==> src/rtl/tl_pkg.sv <==
`default_nettype none
// ============================================================================
//  Module      : tl_pkg
//  Description : Shared TileLink-UL opcodes, A-channel FSM states and the
//                size-to-beats helper used by the N:1 arbiter.
//  Revision    : 1.0  initial release
// ============================================================================
package tl_pkg;

    // A-channel request opcodes
    localparam logic [2:0] PUT_FULL    = 3'd0;
    localparam logic [2:0] PUT_PARTIAL = 3'd1;
    localparam logic [2:0] GET         = 3'd4;

    // D-channel response opcodes
    localparam logic [2:0] ACK         = 3'd0;
    localparam logic [2:0] ACK_DATA    = 3'd1;

    // Largest transfer (log2 bytes) that is treated as a multi-beat burst
    localparam int unsigned MAX_BURST_LOG2 = 12;

    typedef enum logic [0:0] {
        A_IDLE  = 1'b0,
        A_BURST = 1'b1
    } a_state_t;

    // Beats minus one for a message of 2^size bytes on a bus of 2^lane_log2
    // bytes. Messages that fit in one beat, or exceed the burst ceiling,
    // report zero extra beats.
    function automatic logic [11:0] beats_m1(input int unsigned size,
                                             input int unsigned lane_log2);
        logic [11:0] res;
        res = '0;
        if (size > lane_log2 && size <= MAX_BURST_LOG2) begin
            res = 12'((32'd1 << (size - lane_log2)) - 32'd1);
        end
        return res;
    endfunction

endpackage
`default_nettype wire

==> src/rtl/tl_rr_picker.sv <==
`default_nettype none
// ============================================================================
//  Module      : tl_rr_picker
//  Description : Combinational round-robin picker. Searches upward from the
//                entry after rr_last, wrapping modulo M, for the first request.
//  Revision    : 1.0  initial release
// ============================================================================
module tl_rr_picker #(
    parameter int M  = 2,
    parameter int IW = $clog2(M)
) (
    input  logic [M-1:0]  req,
    input  logic [IW-1:0] rr_last,
    output logic [IW-1:0] grant_idx,
    output logic [M-1:0]  grant_oh,
    output logic          req_any
);

    logic [IW-1:0] w_cand;

    // Walk candidates farthest-first so the nearest requester overwrites the rest
    always_comb begin
        grant_idx = IW'((int'(rr_last) + 1) % M);
        grant_oh  = '0;
        req_any   = 1'b0;
        w_cand    = '0;
        for (int off = M; off >= 1; off--) begin
            w_cand = IW'((int'(rr_last) + off) % M);
            if (req[w_cand]) begin
                grant_idx = w_cand;
                grant_oh  = M'(1) << w_cand;
                req_any   = 1'b1;
            end
        end
    end

endmodule
`default_nettype wire

==> src/rtl/tilelink_nto1_arbiter.sv <==
`default_nettype none
// ============================================================================
//  Module      : tilelink_nto1_arbiter
//  Description : Merges M TileLink-UL masters onto one A/D port pair.
//                A: round-robin, grant locked across multi-beat Puts, master
//                index prepended to source. D: routed by top source bits.
//                One register stage in each direction.
//  Revision    : 1.0  initial release
// ============================================================================
module tilelink_nto1_arbiter
    import tl_pkg::*;
#(
    parameter  int M     = 2,
    parameter  int TL_DW = 32,
    parameter  int TL_AW = 32,
    parameter  int TL_RS = 4,
    parameter  int TL_SZ = 4,
    localparam int IW    = $clog2(M),
    localparam int MS_RS = TL_RS - IW
) (
    input  logic                    tilelink_clock_i,
    input  logic                    tilelink_reset_i,
    input  logic [3*M-1:0]          master_a_opcode,
    input  logic [3*M-1:0]          master_a_param,
    input  logic [TL_SZ*M-1:0]      master_a_size,
    input  logic [MS_RS*M-1:0]      master_a_source,
    input  logic [TL_AW*M-1:0]      master_a_address,
    input  logic [(TL_DW/8)*M-1:0]  master_a_mask,
    input  logic [TL_DW*M-1:0]      master_a_data,
    input  logic [M-1:0]            master_a_corrupt,
    input  logic [M-1:0]            master_a_valid,
    output logic [M-1:0]            master_a_ready,
    output logic [3*M-1:0]          master_d_opcode,
    output logic [2*M-1:0]          master_d_param,
    output logic [TL_SZ*M-1:0]      master_d_size,
    output logic [MS_RS*M-1:0]      master_d_source,
    output logic [M-1:0]            master_d_denied,
    output logic [M-1:0]            master_d_corrupt,
    output logic [M-1:0]            master_d_valid,
    output logic [TL_DW*M-1:0]      master_d_data,
    input  logic [M-1:0]            master_d_ready,
    output logic [2:0]              slave_a_opcode,
    output logic [2:0]              slave_a_param,
    output logic [TL_SZ-1:0]        slave_a_size,
    output logic [TL_RS-1:0]        slave_a_source,
    output logic [TL_AW-1:0]        slave_a_address,
    output logic [TL_DW/8-1:0]      slave_a_mask,
    output logic [TL_DW-1:0]        slave_a_data,
    output logic                    slave_a_corrupt,
    output logic                    slave_a_valid,
    input  logic                    slave_a_ready,
    input  logic [2:0]              slave_d_opcode,
    input  logic [1:0]              slave_d_param,
    input  logic [TL_SZ-1:0]        slave_d_size,
    input  logic [TL_RS-1:0]        slave_d_source,
    input  logic                    slave_d_denied,
    input  logic                    slave_d_corrupt,
    input  logic                    slave_d_valid,
    input  logic [TL_DW-1:0]        slave_d_data,
    output logic                    slave_d_ready
);

    localparam int          MW        = TL_DW / 8;
    localparam int unsigned LANE_LOG2 = $clog2(MW);

    // ---------------------------------------------------------------- A side
    logic [2:0]       w_a_opcode  [M];
    logic [2:0]       w_a_param   [M];
    logic [TL_SZ-1:0] w_a_size    [M];
    logic [MS_RS-1:0] w_a_source  [M];
    logic [TL_AW-1:0] w_a_address [M];
    logic [MW-1:0]    w_a_mask    [M];
    logic [TL_DW-1:0] w_a_data    [M];

    for (genvar gi = 0; gi < M; gi++) begin : g_a_unpack
        assign w_a_opcode[gi]  = master_a_opcode[gi*3 +: 3];
        assign w_a_param[gi]   = master_a_param[gi*3 +: 3];
        assign w_a_size[gi]    = master_a_size[gi*TL_SZ +: TL_SZ];
        assign w_a_source[gi]  = master_a_source[gi*MS_RS +: MS_RS];
        assign w_a_address[gi] = master_a_address[gi*TL_AW +: TL_AW];
        assign w_a_mask[gi]    = master_a_mask[gi*MW +: MW];
        assign w_a_data[gi]    = master_a_data[gi*TL_DW +: TL_DW];
    end

    a_state_t      r_state, w_state_nxt;
    logic [11:0]   r_cnt, w_cnt_nxt;
    logic [IW-1:0] r_lock, w_lock_nxt;
    logic [IW-1:0] r_rr_last, w_rr_nxt;

    logic [IW-1:0] w_pick_idx;
    logic [M-1:0]  w_pick_oh;
    logic          w_pick_any;
    logic [IW-1:0] w_sel;
    logic [M-1:0]  w_sel_oh;
    logic          w_a_free;
    logic          w_a_hs;
    logic          w_is_put;
    logic [11:0]   w_bm1;

    tl_rr_picker #(.M(M), .IW(IW)) u_picker (
        .req       (master_a_valid),
        .rr_last   (r_rr_last),
        .grant_idx (w_pick_idx),
        .grant_oh  (w_pick_oh),
        .req_any   (w_pick_any)
    );

    assign w_a_free = !slave_a_valid || slave_a_ready;
    assign w_sel    = (r_state == A_BURST) ? r_lock : w_pick_idx;

    // During a burst only the locked master may proceed; otherwise the picker decides
    always_comb begin
        w_sel_oh = '0;
        for (int i = 0; i < M; i++) begin
            w_sel_oh[i] = (r_state == A_BURST) ? (r_lock == IW'(i))
                                               : (w_pick_oh[i] && w_pick_any);
        end
    end

    assign master_a_ready = w_a_free ? w_sel_oh : '0;
    assign w_a_hs         = |(master_a_valid & master_a_ready);
    assign w_is_put       = (w_a_opcode[w_sel] == PUT_FULL) ||
                            (w_a_opcode[w_sel] == PUT_PARTIAL);
    assign w_bm1          = beats_m1(int'(w_a_size[w_sel]), LANE_LOG2);

    // Next-state logic: open a burst on a multi-beat Put, close it on the last beat
    always_comb begin
        w_state_nxt = r_state;
        w_cnt_nxt   = r_cnt;
        w_lock_nxt  = r_lock;
        w_rr_nxt    = r_rr_last;
        case (r_state)
            A_IDLE: begin
                if (w_a_hs) begin
                    w_rr_nxt = w_sel;
                    if (w_is_put && (w_bm1 != '0)) begin
                        w_cnt_nxt   = w_bm1 - 12'd1;
                        w_lock_nxt  = w_sel;
                        w_state_nxt = A_BURST;
                    end
                end
            end
            A_BURST: begin
                if (w_a_hs) begin
                    if (r_cnt == '0) begin
                        w_state_nxt = A_IDLE;
                    end else begin
                        w_cnt_nxt = r_cnt - 12'd1;
                    end
                end
            end
            default: w_state_nxt = A_IDLE;
        endcase
    end

    // A control state and output-stage valid; rr_last resets so master 0 wins first
    always_ff @(posedge tilelink_clock_i or negedge tilelink_reset_i) begin
        if (!tilelink_reset_i) begin
            r_state       <= A_IDLE;
            r_cnt         <= '0;
            r_lock        <= '0;
            r_rr_last     <= IW'(M - 1);
            slave_a_valid <= 1'b0;
        end else begin
            r_state   <= w_state_nxt;
            r_cnt     <= w_cnt_nxt;
            r_lock    <= w_lock_nxt;
            r_rr_last <= w_rr_nxt;
            if (w_a_hs) begin
                slave_a_valid <= 1'b1;
            end else if (w_a_free) begin
                slave_a_valid <= 1'b0;
            end
        end
    end

    // A payload stage, tagged with the granted master index in the top source bits
    always_ff @(posedge tilelink_clock_i) begin
        if (w_a_hs) begin
            slave_a_opcode  <= w_a_opcode[w_sel];
            slave_a_param   <= w_a_param[w_sel];
            slave_a_size    <= w_a_size[w_sel];
            slave_a_source  <= {w_sel, w_a_source[w_sel]};
            slave_a_address <= w_a_address[w_sel];
            slave_a_mask    <= w_a_mask[w_sel];
            slave_a_data    <= w_a_data[w_sel];
            slave_a_corrupt <= master_a_corrupt[w_sel];
        end
    end

    // ---------------------------------------------------------------- D side
    logic [IW-1:0] w_d_idx;
    logic [M-1:0]  w_d_dec;
    logic [M-1:0]  w_slot_free;
    logic [M-1:0]  w_d_load;

    assign w_d_idx = slave_d_source[TL_RS-1 -: IW];

    // Decode the destination slot and whether that slot can take a beat
    always_comb begin
        w_d_dec     = '0;
        w_slot_free = '0;
        for (int i = 0; i < M; i++) begin
            w_d_dec[i]     = (w_d_idx == IW'(i));
            w_slot_free[i] = !master_d_valid[i] || master_d_ready[i];
        end
    end

    // An index with no matching master is swallowed so the downstream never stalls
    assign slave_d_ready = (|w_d_dec) ? |(w_d_dec & w_slot_free) : 1'b1;
    assign w_d_load      = {M{slave_d_valid && slave_d_ready}} & w_d_dec;

    // Per-master D valid: a load wins over a simultaneous drain
    always_ff @(posedge tilelink_clock_i or negedge tilelink_reset_i) begin
        if (!tilelink_reset_i) begin
            master_d_valid <= '0;
        end else begin
            for (int i = 0; i < M; i++) begin
                if (w_d_load[i]) begin
                    master_d_valid[i] <= 1'b1;
                end else if (master_d_ready[i]) begin
                    master_d_valid[i] <= 1'b0;
                end
            end
        end
    end

    // Per-master D payload, with the master-index bits stripped from source
    always_ff @(posedge tilelink_clock_i) begin
        for (int i = 0; i < M; i++) begin
            if (w_d_load[i]) begin
                master_d_opcode[i*3 +: 3]         <= slave_d_opcode;
                master_d_param[i*2 +: 2]          <= slave_d_param;
                master_d_size[i*TL_SZ +: TL_SZ]   <= slave_d_size;
                master_d_source[i*MS_RS +: MS_RS] <= slave_d_source[MS_RS-1:0];
                master_d_denied[i]                <= slave_d_denied;
                master_d_corrupt[i]               <= slave_d_corrupt;
                master_d_data[i*TL_DW +: TL_DW]   <= slave_d_data;
            end
        end
    end

endmodule
`default_nettype wire
==> config.mk <==
export PLATFORM = sky130hd
export DESIGN_NAME = tilelink_nto1_arbiter
export DESIGN_NICKNAME = d
export VERILOG_FILES = /design/src/rtl/tl_pkg.sv /design/src/rtl/tl_rr_picker.sv /design/src/rtl/tilelink_nto1_arbiter.sv
export SDC_FILE = /design/constraint.sdc
export NUM_CORES = 1
export LEC_CHECK = 0
export CAP_MARGIN = 20
export CORE_ASPECT_RATIO = 0.7
export CORE_MARGIN = 1
export CORE_UTILIZATION = 37
export DETAILED_ROUTE_END_ITERATION = 7
export PLACE_DENSITY = 0.83
export SYNTH_ARGS = -nofsm -noshare
export SYNTH_HDL_FRONTEND = slang
export SYNTH_SLANG_ARGS = --single-unit
==> constraint.sdc <==
create_clock -name tilelink_clock_i -period 5.7 [get_ports tilelink_clock_i]
set_input_delay 1.14 -clock tilelink_clock_i [delete_from_list [all_inputs] [get_ports tilelink_clock_i]]
set_output_delay 1.14 -clock tilelink_clock_i [all_outputs]
set_load 0.01 [all_outputs]
==> impl_results.md, run 1 <==
* Outcome: completed
* Post-Layout Cell Count at 1396
* Die width at 181 um
* Register area share after synthesis at 0.685
* Number of setup buffers added after CTS at 0
* Max frequency at 191 MHz
* Core area at 21900 um^2
* Critical path type: in2reg
* DRC viols at 0
* H-tree Lvls at 4
* Hold WC Path Type: reg2reg
* Clock root cell: clkbuf_16
* Startpoint Class: primary input
* Fin crit period at 5.25 ns
* Vias in the first global route at 6666
* Sum of negative setup slack at 0 ns
* Die Height at 128 um
* Dpl hpwl at 20800 um
* Largest family of logic cells by synthesized area: simple AND/OR/NAND/NOR gates
* Post-DR wirelength/cell at 19.4 um
* Final net count at 1329
* Iter 0 DRT Violations at 561
* Max Root-Sink Buffers at 2
* Most used cell, CP: ha_1
* Tcrit/Tclk final at 0.921
* MaxCap Viol Count at 0
* Post-synth EDFFs at 175
* Post-CTS Resized at 0
* Most frequent cells in the layout: clkdlybuf4s50_1, nand2_1, edfxtp_1
* Global router's overall resource usage at 0.233
* RSZ-0062 raised after global routing: no
* Post-synthesis adder-cell area fraction at 0.0135
* Routed vias/inst at 4.83
* Synth Area in Simple Gates at 0.175
* Cells along the critical path: clkdlybuf4s50_1, nor2b_1, a21o_1, ha_1, o21ai_0, a21oi_2, o22ai_2, inv_1, ha_1, ha_1, nor2b_1, nand3_1, ha_1, and3_1, nand4_1, o311ai_1, a2111oi_4, or2_1, buf_4, a21oi_1, a221oi_1
* Compound-Gate Fraction of Synth Area at 0.0778
* Worst Max-Slew Pin Slew at 1.13 ns
* Diode count at 0
* Commonest non-fill, non-tap cell in the layout: clkdlybuf4s50_1
* Main flop type after synthesis: edfxtp_1
* Ys async rst share at 0.0933
* FP Rows at 45
* Yosys warns at 0
* Syn nets at 912
* CTS clock-pin slew for the worst setup and hold paths at 0.08 ns
* TritonCTS Sinks at 193
* Starting Density at 0.380
* Total grt overflow at 0
* Slew Viols, Final at 0
* TritonCTS Buffers at 17
* Mux share of post-synthesis cell area at 0.0180
* Synthesized flop and latch total at 193
* Vias at 6746
* Cts hold-fix bufs at 0
* Clock Skew at 0.0208 ns
* CTS tree: done
* Leak Pwr at 5.19 nW
* RD Place Congestion at 0.861
* VDD IR max at 0.306 mV
* First-pass GRT wire length at 40000 um
* Clk_lat worst skew at 0.44 ns
* Synth cell types at 70
* Proportion of layout cells with a drive suffix above 1 at 0.0817
* Critical path's slowest cell: a2111oi_4
* Finish-stage setup viols at 0
* Final hold violation count at 0
* Total wire length at 27100 um
* Power Dens Cells at 503 nW/um^2
* Req. time, crit path at 6.02 ns
* Die area at 23100 um^2
* IO Count at 400
* # port buffers at 399
* Largest net degree at the start of global routing at 85
* Placed cells at 1364
* Crit-path max cell delay at 0.43 ns
* Critical Path Fanout Max at 5
* Cells after Synth at 684
* Syn avg cell area at 12.2 um^2
* Drt pass-1 iters at 5
* Max-Slew Margin vs Limit at 0.249
* Area share of xor/xnor cells in the synthesized design at 0.00736
* Setup crit end kind: flop
* Mapped cell area at 8330 um^2
* Antenna violations before repair at 0
* Arr. time, crit path at 5.57 ns
* Detail Route Antenna Nets at 0
* Layout area overhead at 61.1%
* Setup slack, reg-to-reg at 1.00 ns
## cells by family (layout without fill, tap and decap cells)
| logic type | Yosys count | count (layout) |
|---|---|---|
| flip-flops | 193 | 193 |
| XOR/XNOR | 7 | 7 |
| AO/OA/AOI/OAI | 79 | 79 |
| AND/OR/NAND/NOR | 339 | 339 |
| adder cells (fa/ha/maj) | 9 | 9 |
| multiplexers | 12 | 12 |
| buffers and inverters | 45 | 475 |
## flip-flops by register name, summed over array words and instances (netlist names)
signal,flops
master_d_data,64
slave_a_address,32
slave_a_data,32
r_cnt,12
master_d_size,8
master_d_opcode,6
master_d_source,6
master_d_param,4
slave_a_mask,4
slave_a_size,4
slave_a_source,4
slave_a_opcode,3
slave_a_param,3
master_d_corrupt,2
master_d_denied,2
master_d_valid,2
r_lock,1
r_rr_last,1
r_state,1
slave_a_corrupt,1
slave_a_valid,1
## path summary, 6_finish.rpt
path	startpoint	to	depth (start not counted)
min in group asynchronous	tilelink_reset_i	r_cnt[9]	1
min reg2reg	r_cnt[0]	r_cnt[0]	1
min	r_cnt[0]	r_cnt[0]	1
max reg2reg	r_rr_last	r_cnt[10]	20
max	master_a_valid[0]	r_cnt[10]	21
max in group asynchronous	tilelink_reset_i	r_cnt[8]	1
## cells in the mapped netlist (5+ instances only)
cell	number	share of area
a21oi_1	15	0.0090
buf_1	8	0.0036
clkbuf_1	16	0.0072
dfrtp_1	17	0.051
edfxtp_1	175	0.63
ha_1	9	0.014
inv_1	14	0.0063
mux2i_1	6	0.0072
nand2_1	256	0.12
nand2b_1	5	0.0038
nand3_1	7	0.0042
nand4_1	6	0.0045
nor2_1	25	0.011
nor2b_1	6	0.0045
nor3_1	8	0.0048
o21ai_0	16	0.0096
## routing by layer
metal	GRT usage	vias to the layer above	wire length [um]	part of all wire
li1	-	3258	-	-
met1	0.290	3235	11300	0.42
met2	0.413	227	14000	0.52
met3	0.0533	26	1480	0.054
met4	0.0553	0	378	0.014
met5	0	-	0	0
## stage by stage
stage	hold slack (ns)	instance area [um^2]	power, mW	worst slack, ns	util
2_1_floorplan	0.495	8330	4.03	0.0518	-
3_3_place_gp	0.523	12800	5.44	0.146	0.583
3_5_place_dp	0.533	12800	5.50	0.0460	0.583
4_1_cts	0.551	13400	6.78	0.488	0.613
5_1_grt	0.572	13400	7.14	0.105	0.613
6_report	0.544	13400	6.75	0.451	0.613
## where the power goes
group | total [mW] | leakage, nW | switching [mW] | internal [mW]
registers | 2.24 | 1.87 | 0.154 | 2.09
logic | 3.24 | 3.01 | 1.83 | 1.40
clock network | 1.27 | 0.310 | 0.648 | 0.622
## worst max-delay path: cells and delay by family
family,cells,cell delay (ns)
compound gates,8,1.71
fa+ha+maj,4,1.08
simple gates,6,0.99
buf+inv,3,0.67
## final cells by class
class / instances / area (um^2)
clock buffer: 17 / 425
multi-input combinational: 446 / 2450
sequential: 193 / 5710
fill: 1726 / 8480
timing repair buffer: 428 / 4210
inverter: 15 / 56.3
clock inverter: 15 / 220
tap: 282 / 353
Note: power is estimated with default switching activity, not from simulation.
==> inputs of run 2 (changes only) <==
Settings changed: TNS_END_PERCENT from default to 100.
==> results of run 2 <==
No change in the layout: final DEF, timing and power equal those of run 1.
